## src/rtl/lcd_pkg.sv

```systemverilog
// Shared constants and helpers for the HD44780 bus receiver: opcode masks,
// DDRAM line layout and the phase/mode encodings.
package lcd_pkg;

  typedef enum logic {PH_HI = 1'b0, PH_LO = 1'b1} phase_t;
  typedef enum logic {MODE8 = 1'b0, MODE4 = 1'b1} mode_t;

  localparam logic [7:0] SPACE = 8'h20;

  // Instructions are identified by their most significant set bit.
  localparam logic [7:0] OP_CLEAR = 8'h01;
  localparam logic [7:0] OP_HOME  = 8'h02;
  localparam logic [7:0] OP_ENTRY = 8'h04;
  localparam logic [7:0] OP_DISP  = 8'h08;
  localparam logic [7:0] OP_SHIFT = 8'h10;
  localparam logic [7:0] OP_FUNC  = 8'h20;
  localparam logic [7:0] OP_CGRAM = 8'h40;
  localparam logic [7:0] OP_DDRAM = 8'h80;

  localparam int ENTRY_ID_BIT = 1;
  localparam int DISP_D_BIT   = 2;
  localparam int FUNC_DL_BIT  = 4;

  localparam logic [6:0] LINE1_BASE = 7'h00;
  localparam logic [6:0] LINE2_BASE = 7'h40;
  localparam logic [6:0] LINE1_WRAP = 7'h27;
  localparam logic [6:0] LINE2_WRAP = 7'h67;
  localparam logic [6:0] LINE_MASK  = 7'h70;
  localparam int         NUM_CHARS  = 32;

  // Bit positions of the bus signals inside the synchronizer word.
  localparam int BUS_W  = 7;
  localparam int BUS_RS = 6;
  localparam int BUS_RW = 5;
  localparam int BUS_E  = 4;

  function automatic logic [7:0] lead_op(input logic [7:0] b);
    logic [7:0] r;
    r = '0;
    for (int i = 0; i < 8; i++) begin
      if (b[i]) r = 8'(1) << i;
    end
    return r;
  endfunction

  function automatic logic [6:0] step_addr(input logic [6:0] a, input logic inc);
    logic [6:0] r;
    if (inc) begin
      if (a == LINE1_WRAP)      r = LINE2_BASE;
      else if (a == LINE2_WRAP) r = LINE1_BASE;
      else                      r = a + 7'd1;
    end else begin
      if (a == LINE1_BASE)      r = LINE2_WRAP;
      else if (a == LINE2_BASE) r = LINE1_WRAP;
      else                      r = a - 7'd1;
    end
    return r;
  endfunction

endpackage

```

## src/rtl/lcd_sync.sv

```systemverilog
// Multi-flop synchronizer for the HD44780 bus with falling-edge detect on E;
// presents the bus sample taken at the detected edge together with a strobe.
module lcd_sync
  import lcd_pkg::*;
#(
  parameter int SYNC_STAGES = 2
) (
  input  logic       clk,
  input  logic       rs,
  input  logic       lcd_rs,
  input  logic       lcd_rw,
  input  logic       lcd_e,
  input  logic [3:0] nib,
  output logic       vld_p0,
  output logic       rs_p0,
  output logic       rw_p0,
  output logic [3:0] nib_p0
);

  logic [BUS_W-1:0] stg [SYNC_STAGES];
  logic             e_prev;
  logic             fall;

  assign fall = e_prev & ~stg[SYNC_STAGES-1][BUS_E];

  always_ff @(posedge clk or negedge rs) begin
    if (!rs) begin
      for (int i = 0; i < SYNC_STAGES; i++) stg[i] <= '0;
      e_prev <= 1'b0;
      vld_p0 <= 1'b0;
      rs_p0  <= 1'b0;
      rw_p0  <= 1'b0;
      nib_p0 <= '0;
    end else begin
      stg[0] <= {lcd_rs, lcd_rw, lcd_e, nib};
      for (int i = 1; i < SYNC_STAGES; i++) stg[i] <= stg[i-1];
      e_prev <= stg[SYNC_STAGES-1][BUS_E];
      // stage p0: strobe and bus sample registered together
      vld_p0 <= fall;
      if (fall) begin
        rs_p0  <= stg[SYNC_STAGES-1][BUS_RS];
        rw_p0  <= stg[SYNC_STAGES-1][BUS_RW];
        nib_p0 <= stg[SYNC_STAGES-1][3:0];
      end
    end
  end

endmodule

```

## src/rtl/lcd_bus_rx.sv

```systemverilog
// Passive HD44780 bus listener: assembles bytes in 8/4-bit mode and keeps a
// shadow copy of the 2x16 character display.
module lcd_bus_rx
  import lcd_pkg::*;
#(
  parameter int SYNC_STAGES = 2
) (
  input  logic         clk,
  input  logic         rs,
  input  logic         lcd_rs,
  input  logic         lcd_rw,
  input  logic         lcd_e,
  input  logic         lcd_4,
  input  logic         lcd_5,
  input  logic         lcd_6,
  input  logic         lcd_7,
  output logic [255:0] chars,
  output logic         byte_valid,
  output logic [7:0]   byte_out,
  output logic         byte_is_data,
  output logic         mode4,
  output logic         disp_on,
  output logic         err
);

  logic       vld_p0;
  logic       rs_p0;
  logic       rw_p0;
  logic [3:0] nib_p0;

  lcd_sync #(.SYNC_STAGES(SYNC_STAGES)) u_sync (
    .clk    (clk),
    .rs     (rs),
    .lcd_rs (lcd_rs),
    .lcd_rw (lcd_rw),
    .lcd_e  (lcd_e),
    .nib    ({lcd_7, lcd_6, lcd_5, lcd_4}),
    .vld_p0 (vld_p0),
    .rs_p0  (rs_p0),
    .rw_p0  (rw_p0),
    .nib_p0 (nib_p0)
  );

  phase_t     phase, phase_nxt;
  mode_t      mode, mode_nxt;
  logic [3:0] hi_nib;
  logic       hi_rs;
  logic       hi_ld;
  logic       err_set;
  logic       done;
  logic [7:0] byte_asm;
  logic [6:0] addr;
  logic       inc;
  logic [7:0] ch [NUM_CHARS];
  logic       wr_hit;
  logic [4:0] wr_idx;

  always_comb begin
    phase_nxt = phase;
    mode_nxt  = mode;
    hi_ld     = 1'b0;
    err_set   = 1'b0;
    done      = 1'b0;
    byte_asm  = '0;
    if (vld_p0) begin
      if (rw_p0) begin
        err_set = 1'b1;
      end else if (mode == MODE8) begin
        done     = 1'b1;
        byte_asm = {nib_p0, 4'h0};
      end else if (phase == PH_HI) begin
        hi_ld     = 1'b1;
        phase_nxt = PH_LO;
      end else if (rs_p0 != hi_rs) begin
        // Register-select changed mid-byte: restart with this nibble as HI.
        err_set = 1'b1;
        hi_ld   = 1'b1;
      end else begin
        done      = 1'b1;
        byte_asm  = {hi_nib, nib_p0};
        phase_nxt = PH_HI;
      end
    end
    if (done && !rs_p0 && lead_op(byte_asm) == OP_FUNC) begin
      mode_nxt  = byte_asm[FUNC_DL_BIT] ? MODE8 : MODE4;
      phase_nxt = PH_HI;
    end
  end

  assign wr_hit = ((addr & LINE_MASK) == LINE1_BASE) || ((addr & LINE_MASK) == LINE2_BASE);
  assign wr_idx = {addr[6], addr[3:0]};
  assign mode4  = (mode == MODE4);

  always_ff @(posedge clk or negedge rs) begin
    if (!rs) begin
      phase        <= PH_HI;
      mode         <= MODE8;
      hi_nib       <= '0;
      hi_rs        <= 1'b0;
      err          <= 1'b0;
      byte_valid   <= 1'b0;
      byte_out     <= '0;
      byte_is_data <= 1'b0;
      addr         <= LINE1_BASE;
      inc          <= 1'b1;
      disp_on      <= 1'b0;
      for (int i = 0; i < NUM_CHARS; i++) ch[i] <= SPACE;
    end else begin
      // stage p1: byte completion, decode and display update
      phase      <= phase_nxt;
      mode       <= mode_nxt;
      byte_valid <= done;
      err        <= err | err_set;
      if (hi_ld) begin
        hi_nib <= nib_p0;
        hi_rs  <= rs_p0;
      end
      if (done) begin
        byte_out     <= byte_asm;
        byte_is_data <= rs_p0;
        if (rs_p0) begin
          if (wr_hit) ch[wr_idx] <= byte_asm;
          addr <= step_addr(addr, inc);
        end else begin
          case (lead_op(byte_asm))
            OP_DDRAM: addr    <= byte_asm[6:0];
            OP_DISP:  disp_on <= byte_asm[DISP_D_BIT];
            OP_ENTRY: inc     <= byte_asm[ENTRY_ID_BIT];
            OP_HOME:  addr    <= LINE1_BASE;
            OP_CLEAR: begin
              for (int i = 0; i < NUM_CHARS; i++) ch[i] <= SPACE;
              addr <= LINE1_BASE;
              inc  <= 1'b1;
            end
            OP_CGRAM, OP_FUNC, OP_SHIFT: ;
            default: ;
          endcase
        end
      end
    end
  end

  for (genvar g = 0; g < NUM_CHARS; g++) begin : g_pack
    assign chars[8*(NUM_CHARS-1-g) +: 8] = ch[g];
  end

endmodule

```

## config.mk

```make
export PLATFORM = sky130hd
export DESIGN_NAME = lcd_bus_rx
export DESIGN_NICKNAME = d
export VERILOG_FILES = /design/src/rtl/lcd_pkg.sv /design/src/rtl/lcd_sync.sv /design/src/rtl/lcd_bus_rx.sv
export SDC_FILE = /design/constraint.sdc
export NUM_CORES = 1
export LEC_CHECK = 0
export CAP_MARGIN = 15
export CORE_MARGIN = 2
export CORE_UTILIZATION = 51
export CTS_CLUSTER_SIZE = 28
export DETAILED_ROUTE_END_ITERATION = 8
export PLACE_DENSITY = 0.89
export SLEW_MARGIN = 30
export SYNTH_ARGS = -nofsm -noshare
export SYNTH_HDL_FRONTEND = slang
export SYNTH_SLANG_ARGS = --single-unit
```

## constraint.sdc

```tcl
create_clock -name clk -period 2.39 [get_ports clk]
set_input_delay 0.717 -clock clk [delete_from_list [all_inputs] [get_ports clk]]
set_output_delay 0.717 -clock clk [all_outputs]
set_load 0.01 [all_outputs]
```

==> impl_metrics.ini, run 1 <==
[route]
first_pass_iters = 6
drc_errors = 0
drtAntennaViolNets = 0
viasPerCell = 6.07
post_drt_wl_per_cell_um = 23.3
vias = 10000
wirelength_um = 38500
drt_iter0_drc = 828

[setup_path]
path_cells = clkdlybuf4s50_1
r2r_setup_slack_ns = 0.10
path_max_fanout = 2
timing.rr.end = chars[63]
cp.arrival_ns = 1.65
reg2regPathDepth = 5
path_buf_inv = 1
crit_path_max_incr_delay_ns = 0.56
end_kind = output pin
r2r-start = hi_rs
cp_slowest_cell = dfstp_2
startpoint_type = register
crit_family = flip-flops
crit_type = reg2out
required_ns = 1.67

[cells_and_area]
seq_area_sq_mm = 0.00768
fin_cells = 1655
final_util_pct = 70.6
final_common_cell = dfrtp_1
most-common-layout-cells = 270 x dfrtp_1, 268 x clkdlybuf4s50_1, 105 x o2bb2ai_1
fillers = 1655
drive_above_1_share_pct = 17.4
multiInputGateArea_sq_mm = 0.00441
final_area_sq_mm = 0.0172
area.growth.synth_to_final_pct = 35.7
diodes = 0
nets = 1323

[clock_tree]
cts_buffers = 29
cts_tree = done
cts_max_level = 1
path_clk_slew_ns = 0.06
cts-root-buf = clkbuf_16
clockBufferDepth = 3
cts_hold_buf = 0
clk_latency_ns = 0.55
cts.sinks = 305

[sta]
tns_ns = 0
finalSetupViolCount = 0
finalHoldViolCount = 0
tightest_slew_ns = 0.797
fin_crit_sh_pct = 98.9
layout_setup_ws_ns = 0.0251
rsz0062_at_grt = no
fmax_mhz = 423
clock_skew_ns = 0.0102
holdWs_ns = 0.102
min_period_ns = 2.36
drv_slew = 0
maxSlewHeadroom_pct = 46.9

[yosys]
yosys_register_bits = 305
synth_fp_nets = 1019
yosysWarnings = 0
synth_xor_area_share_pct = 0.325
ys_seq_area_share_pct = 60.4
netlist_area_sq_mm = 0.0127
synth_top_family_by_area = compound AO/OA/AOI/OAI gates
yosys.area_share.simple_pct = 8.21
synth_edf_count = 0
async_flop_share_pct = 100
avgSynthCellArea_sq_um = 12.6
synthAdderAreaFrac_pct = 0.493
synth_cells = 1005
synth_compound_area_share_pct = 23.9
muxShareOfSynthArea_pct = 1.57
ys.flop_type = dfrtp_1
yosys.cell_types.count = 73

[power_and_ir_drop]
power_density_mw_per_mm2 = 849
ir_worst_vdd_uv = 536
power.clock.fraction_pct = 34.0
swShare_pct = 29.2
power_mw = 14.6
p_int_mw = 10.3
power_frac_comb_pct = 23.0
leakage_nw = 7.42
seq_power_share_pct = 43.1
netSwitchingPower_mw = 4.28

[placed_design]
hpwl_um = 25900
place_inst = 1594
gp_congestion = 0.907
port_buffers = 277
post-place-ws_ns = 0.158
dpl_cell_area_sq_mm = 0.0161

[die]
row_count = 57
die_w_um = 162
core_sq_mm = 0.0244
boundaryPins = 278
dieArea_sq_mm = 0.0262
dieHeight_um = 162
start_util_pct = 52.1

[global_route]
grt_overflow = 0
antenna_found_initial = 0
grt_max_degree = 65
grt.total_usage_pct = 29.2
grt_pass1_vias = 10200
grt_first_pass_wirelength_um = 59800

[min_path]
worstHoldPathType = in2async

[status]
status = finished clean

[run]
cap_violations = 0
[power groups by stage]
stage | combinational, mW | clock (mW) | sequential, mW
floorplan | 1.71 | 0 | 6.35
global placement | 3.21 | 0 | 6.36
detailed placement | 3.28 | 0 | 6.38
CTS | 3.33 | 5.00 | 6.29
global route | 3.61 | 5.24 | 6.35
finish | 3.36 | 4.97 | 6.30
[state kept, by name, summed over array words and instances, names as in the netlist]
| register | flops |
|---|---|
| u_sync.nib_p0 | 4 |
| err | 1 |
| hi_nib | 4 |
| chars | 256 |
| hi_rs | 1 |
| byte_out | 8 |
| addr | 7 |
| inc | 1 |
| u_sync.stg | 14 |
| u_sync.vld_p0 | 1 |
| u_sync.e_prev | 1 |
| mode4 | 1 |
| byte_is_data | 1 |
| u_sync.rs_p0 | 1 |
| u_sync.rw_p0 | 1 |
| disp_on | 1 |
| phase | 1 |
| byte_valid | 1 |
[cell usage after synthesis (7+ instances only)]
cell | instances | area, sq um
a21oi_1 | 14 | 70.1
a22o_1 | 84 | 736
a22oi_1 | 14 | 105
a2bb2oi_1 | 15 | 131
and3_1 | 14 | 87.6
buf_1 | 11 | 41.3
buf_6 | 9 | 101
clkbuf_1 | 44 | 165
dfrtp_1 | 272 | 6810
dfstp_2 | 33 | 867
inv_1 | 68 | 255
mux2_2 | 15 | 169
nand2_1 | 82 | 308
nand3_1 | 7 | 35.0
nand3_2 | 18 | 180
nor2_1 | 11 | 41.3
nor3_1 | 11 | 55.1
o21ai_0 | 11 | 55.1
o21ai_4 | 23 | 374
o22ai_1 | 36 | 225
o2bb2ai_1 | 105 | 920
[cell type report]
type,count,area share (%)
sequential,305,44.6
multi-input combinational,555,25.6
timing repair buffer,348,20.0
clock buffer,46,4.87
tap,324,2.35
inverter,70,1.52
clock inverter,7,1.07
[worst max-delay path by stage]
stage                from  slack (ns)    endpoint  cells after the start
2_1_floorplan     addr[0]        0.19     addr[3]                      8
3_3_place_gp    hi_nib[0]        0.23  chars[135]                      6
3_5_place_dp        hi_rs        0.16  chars[219]                      6
4_1_cts        chars[149]       0.002  chars[149]                      1
5_1_grt         chars[29]      0.0006   chars[29]                      1
6_report       chars[157]        0.03  chars[157]                      1
[repair_timing]
item | in CTS | in global routing
endpoints found under the hold margin | 0 | 0
pin swaps | 0 | 5
gates cloned | 0 | 1
endpoints found under the setup margin | 2 | 26
gates resized for setup | 3 | 8
setup buffers | 1 | 6
[kinds of logic after synthesis]
family          Yosys count
xor+xnor                  3
buf+inv                 145
simple gates            186
flops                   305
fa+ha+maj                 5
mux                      18
compound gates          343
[metal layers]
metal,global-route usage [%],part of all wire (%)
met1,39.5,41
met2,46.2,47
met3,7.25,9.1
met4,10.6,3.4
met5,0,0
(Power assumes the default switching activity.)
==> inputs of run 2 (changes only) <==
Settings changed: PLACE_DENSITY 0.89 to 0.79.
==> impl_metrics.ini, run 2 (same netlist as run 1, synthesis figures left out) <==
[status]
status = finished clean

[placed_design]
post-place-ws_ns = 0.167
place_inst = 1590
gp_congestion = 0.939
port_buffers = 277
hpwl_um = 25000

[setup_path]
path_cells = clkdlybuf4s50_1
crit_family = flip-flops
startpoint_type = register
path_max_fanout = 2
cp_slowest_cell = dfstp_2
crit_type = reg2out
cp.arrival_ns = 1.64
crit_path_max_incr_delay_ns = 0.55
end_kind = output pin
path_buf_inv = 1
required_ns = 1.67

[global_route]
grt.total_usage_pct = 27.9
grt_pass1_vias = 9895
grt_overflow = 0
grt_first_pass_wirelength_um = 57600
grt_max_degree = 67
antenna_found_initial = 0

[die]
dieArea_sq_mm = 0.0262
start_util_pct = 52.1
die_w_um = 162
row_count = 57
boundaryPins = 278
core_sq_mm = 0.0244
dieHeight_um = 162

[cells_and_area]
final_common_cell = dfrtp_1
nets = 1314
diodes = 0
most-common-layout-cells = 270 x dfrtp_1, 265 x clkdlybuf4s50_1, 105 x o2bb2ai_1
fin_cells = 1649
drive_above_1_share_pct = 17.6
largest_reg_flops = 256
area.growth.synth_to_final_pct = 35.0

[power_and_ir_drop]
leakage_nw = 7.39
ir_worst_vdd_uv = 600
power_density_mw_per_mm2 = 854

[clock_tree]
cts-root-buf = clkbuf_16
cts.sinks = 305
cts_buffers = 31
cts_max_level = 1
path_clk_slew_ns = 0.06
cts_tree = done
clockBufferDepth = 3
cts_hold_buf = 0
clk_latency_ns = 0.55

[min_path]
worstHoldPathType = in2async

[route]
drt_iter0_drc = 724
m1WireLength_um = 15500
first_pass_iters = 5
post_drt_wl_per_cell_um = 22.2
top_layer_used = met4
viasPerCell = 5.92
dr_wl_met2_um = 17300
wl_met3_um = 3080
drc_errors = 0
wirelength_um = 36700
vias = 9767
drtAntennaViolNets = 0

[sta]
tns_ns = 0
rsz0062_at_grt = no
tightest_slew_ns = 0.789
fmax_mhz = 424
fin_crit_sh_pct = 98.6
finalHoldViolCount = 0
layout_setup_ws_ns = 0.0340
min_period_ns = 2.36
finalSetupViolCount = 0
maxSlewHeadroom_pct = 47.3
drv_slew = 0
holdWs_ns = 0.0760
clock_skew_ns = 0.0107

[run]
cap_violations = 0
-- run 2: changes by cell type in the layout (fill, tap and decap cells not counted), moves of 2 or more --
cell | before | now
inv_6 | 0 | 2
clkinv_2 | 1 | 7
clkbuf_16 | 29 | 31
dlymetal6s2s_1 | 6 | 9
buf_4 | 61 | 54
clkbuf_1 | 12 | 5
buf_12 | 8 | 6
bufinv_16 | 6 | 4
clkdlybuf4s50_1 | 268 | 265
clkbuf_8 | 5 | 7
-- run 2: stage by stage --
stage               util, %  total power [mW]  cell area, sq um
CTS                    70.2              14.7             17100
global placement       65.8              9.58             16000
global route           70.3              15.2             17100
floorplan                 -              8.06             12700
detailed placement     65.8              9.66             16000
finish                 70.3              14.6             17100
-- run 2: per-layer routing --
layer  track usage [%]  up-vias
li1                  -     4303
met1              38.8     4959
met2              44.2      455
met3              6.82       50
met4              7.92        0
met5                 0        -
-- run 2: what timing repair did --
| item | in CTS | in global routing |
|---|---|---|
| buffers inserted | 1 | 0 |
| pin swaps | 0 | 0 |
| endpoints found under the setup margin | 3 | 10 |
| gates resized for setup | 3 | 10 |
-- run 2: final cells by class --
cell class              count  area, sq um
repair buffers            337         3320
clock inverters            15          189
multi-input cells         555         4400
inverters                  70          263
well taps                 324          405
fillers                  1723         7240
clock buffers              43          891
flip-flops and latches    305         7680
-- run 2: report_power, final --
group | internal [mW] | switching, mW | leakage (nW)
sequential | 5.82 | 0.482 | 4.07
clock | 3.04 | 2.00 | 0.535
combinational | 1.48 | 1.82 | 2.79
total | 10.3 | 4.30 | 7.39
-- run 2: path summary, 6_finish.rpt --
path	from	end	slack (ns)	cells after the start
setup / recovery	chars[157]	chars[157]	0.03	1
hold / removal	rs	chars[145]	0.08	1
setup reg to reg	hi_nib[0]	chars[135]	0.15	6
hold reg to reg	u_sync.stg[9]	u_sync.stg[2]	0.34	0
max in group asynchronous	rs	chars[21]	1.57	2
min in group clk	u_sync.stg[9]	u_sync.stg[2]	0.34	0
==> inputs of run 3 (changes only) <==
Settings changed: CORE_UTILIZATION 51 to 63, DONT_BUFFER_PORTS from default to 1, GPL_TIMING_DRIVEN from default to 0, PLACE_DENSITY 0.79 to default, PLACE_DENSITY_LB_ADDON from default to 0.2.
==> impl_metrics.ini, run 3 (same netlist as run 1, synthesis figures left out) <==
[cells_and_area]
nets = 1068
diodes = 0
area.growth.synth_to_final_pct = 13.8
final_common_cell = dfrtp_1
drive_above_1_share_pct = 21.7
multiInputGateArea_sq_mm = 0.00457
fillers = 1328
most-common-layout-cells = 269 x dfrtp_1, 103 x o2bb2ai_1, 84 x a22o_1
seq_area_sq_mm = 0.00768
largest_reg_flops = 256

[clock_tree]
cts_max_level = 1
clockBufferDepth = 3
path_clk_slew_ns = 0.06
cts_tree = done
cts_buffers = 30
cts.sinks = 305
clk_latency_ns = 0.56
cts-root-buf = clkbuf_16

[die]
row_count = 51
boundaryPins = 278
core_sq_mm = 0.0197
die_w_um = 146
dieHeight_um = 146
start_util_pct = 64.6
dieArea_sq_mm = 0.0213

[sta]
finalSetupViolCount = 0
layout_setup_ws_ns = 0.0119
holdWs_ns = -0.143
fin_crit_sh_pct = 99.5
maxSlewHeadroom_pct = 39.8
drv_slew = 0
min_period_ns = 2.38
finalHoldViolCount = 118
tightest_slew_ns = 0.901
rsz0062_at_grt = yes
fmax_mhz = 421
clock_skew_ns = 0.0158

[placed_design]
port_buffers = 0
gp_congestion = 0.959
post-place-ws_ns = -0.357
hpwl_um = 22600

[setup_path]
cp.arrival_ns = 2.85
path_common_cell = buf_6
crit_type = reg2reg
crit_family = buffers and inverters
path_max_fanout = 10
end_kind = register
required_ns = 2.86
cp_slowest_cell = dfrtp_1
path_buf_inv = 4
path_cells = buf_6 > xor2_4 > o21ai_4 > and3_1 > buf_6 > buf_6 > buf_6 > nand3_2 > o2bb2ai_1
crit_path_max_incr_delay_ns = 0.42
startpoint_type = register

[power_and_ir_drop]
leakage_nw = 6.36
ir_worst_vdd_uv = 593
power_mw = 14.1
power_density_mw_per_mm2 = 972

[route]
vias = 8877
drtAntennaViolNets = 0
viasPerCell = 6.61
drc_errors = 0
first_pass_iters = 5
post_drt_wl_per_cell_um = 26.0
drt_iter0_drc = 632
wirelength_um = 34900

[min_path]
worstHoldPathType = in2async

[global_route]
grt_pass1_vias = 8932
grt_max_degree = 306
grt.total_usage_pct = 32.4
grt_first_pass_wirelength_um = 54500
grt_overflow = 0
antenna_found_initial = 0

[run]
cap_violations = 0

[status]
failed_checks = hold timing
status = finished with violations
## run 3: cell type report
type	instances	share of cell area [%]
timing repair buffer	21	1.09
clock inverter	11	1.26
sequential	305	53.1
clock buffer	45	6.15
tap	265	2.29
buffer	71	2.68
multi-input combinational	555	31.6
inverter	70	1.83
## run 3: path summary, 6_finish.rpt
path / cells after the start / slack [ns] / startpoint / end
min in group clk: 0 / 0.19 / lcd_4 / u_sync.stg[7]
worst min register to register: 0 / 0.35 / u_sync.stg[7] / u_sync.stg[0]
worst max register to register: 9 / 0.01 / u_sync.rs_p0 / chars[249]
worst min-delay path: 0 / -0.14 / rs / chars[89]
worst max-delay path: 9 / 0.01 / u_sync.rs_p0 / chars[249]
max in group asynchronous: 0 / 1.79 / rs / chars[127]
## run 3: timing repair
item,4_1_cts,5_1_grt
buffers inserted,0,21
endpoints found under the hold margin,272,272
pin swaps,0,10
resized for setup,13,36
setup endpoints to repair,108,250
## run 3: routing by layer
metal / vias up / GRT usage [%] / share of wire [%]
li1: 3793 / - / -
met1: 4581 / 45.7 / 40
met2: 434 / 50.1 / 47
met3: 69 / 9.37 / 10
met4: 0 / 8.69 / 2.4
met5: - / 0 / 0
## run 3: report_power, final
group	switching (mW)	internal, mW	total [mW]
sequential	0.619	5.83	6.45
clock	2.00	3.10	5.09
combinational	1.57	0.932	2.50
total	4.19	9.86	14.1
## run 3: stage by stage
step	setup TNS (ns)	instances	utilization, %	hold WS, ns	cell area [sq um]
final	0	1343	73.5	-0.143	14500
after global routing	-3.49	1343	73.5	-0.154	14500
after CTS	0	1324	72.0	-0.152	14200
after detailed placement	-6.14	1270	66.3	0.335	13000
after global placement	-7.22	1270	66.3	0.332	13000
after floorplan	0	1005	-	0.331	12700
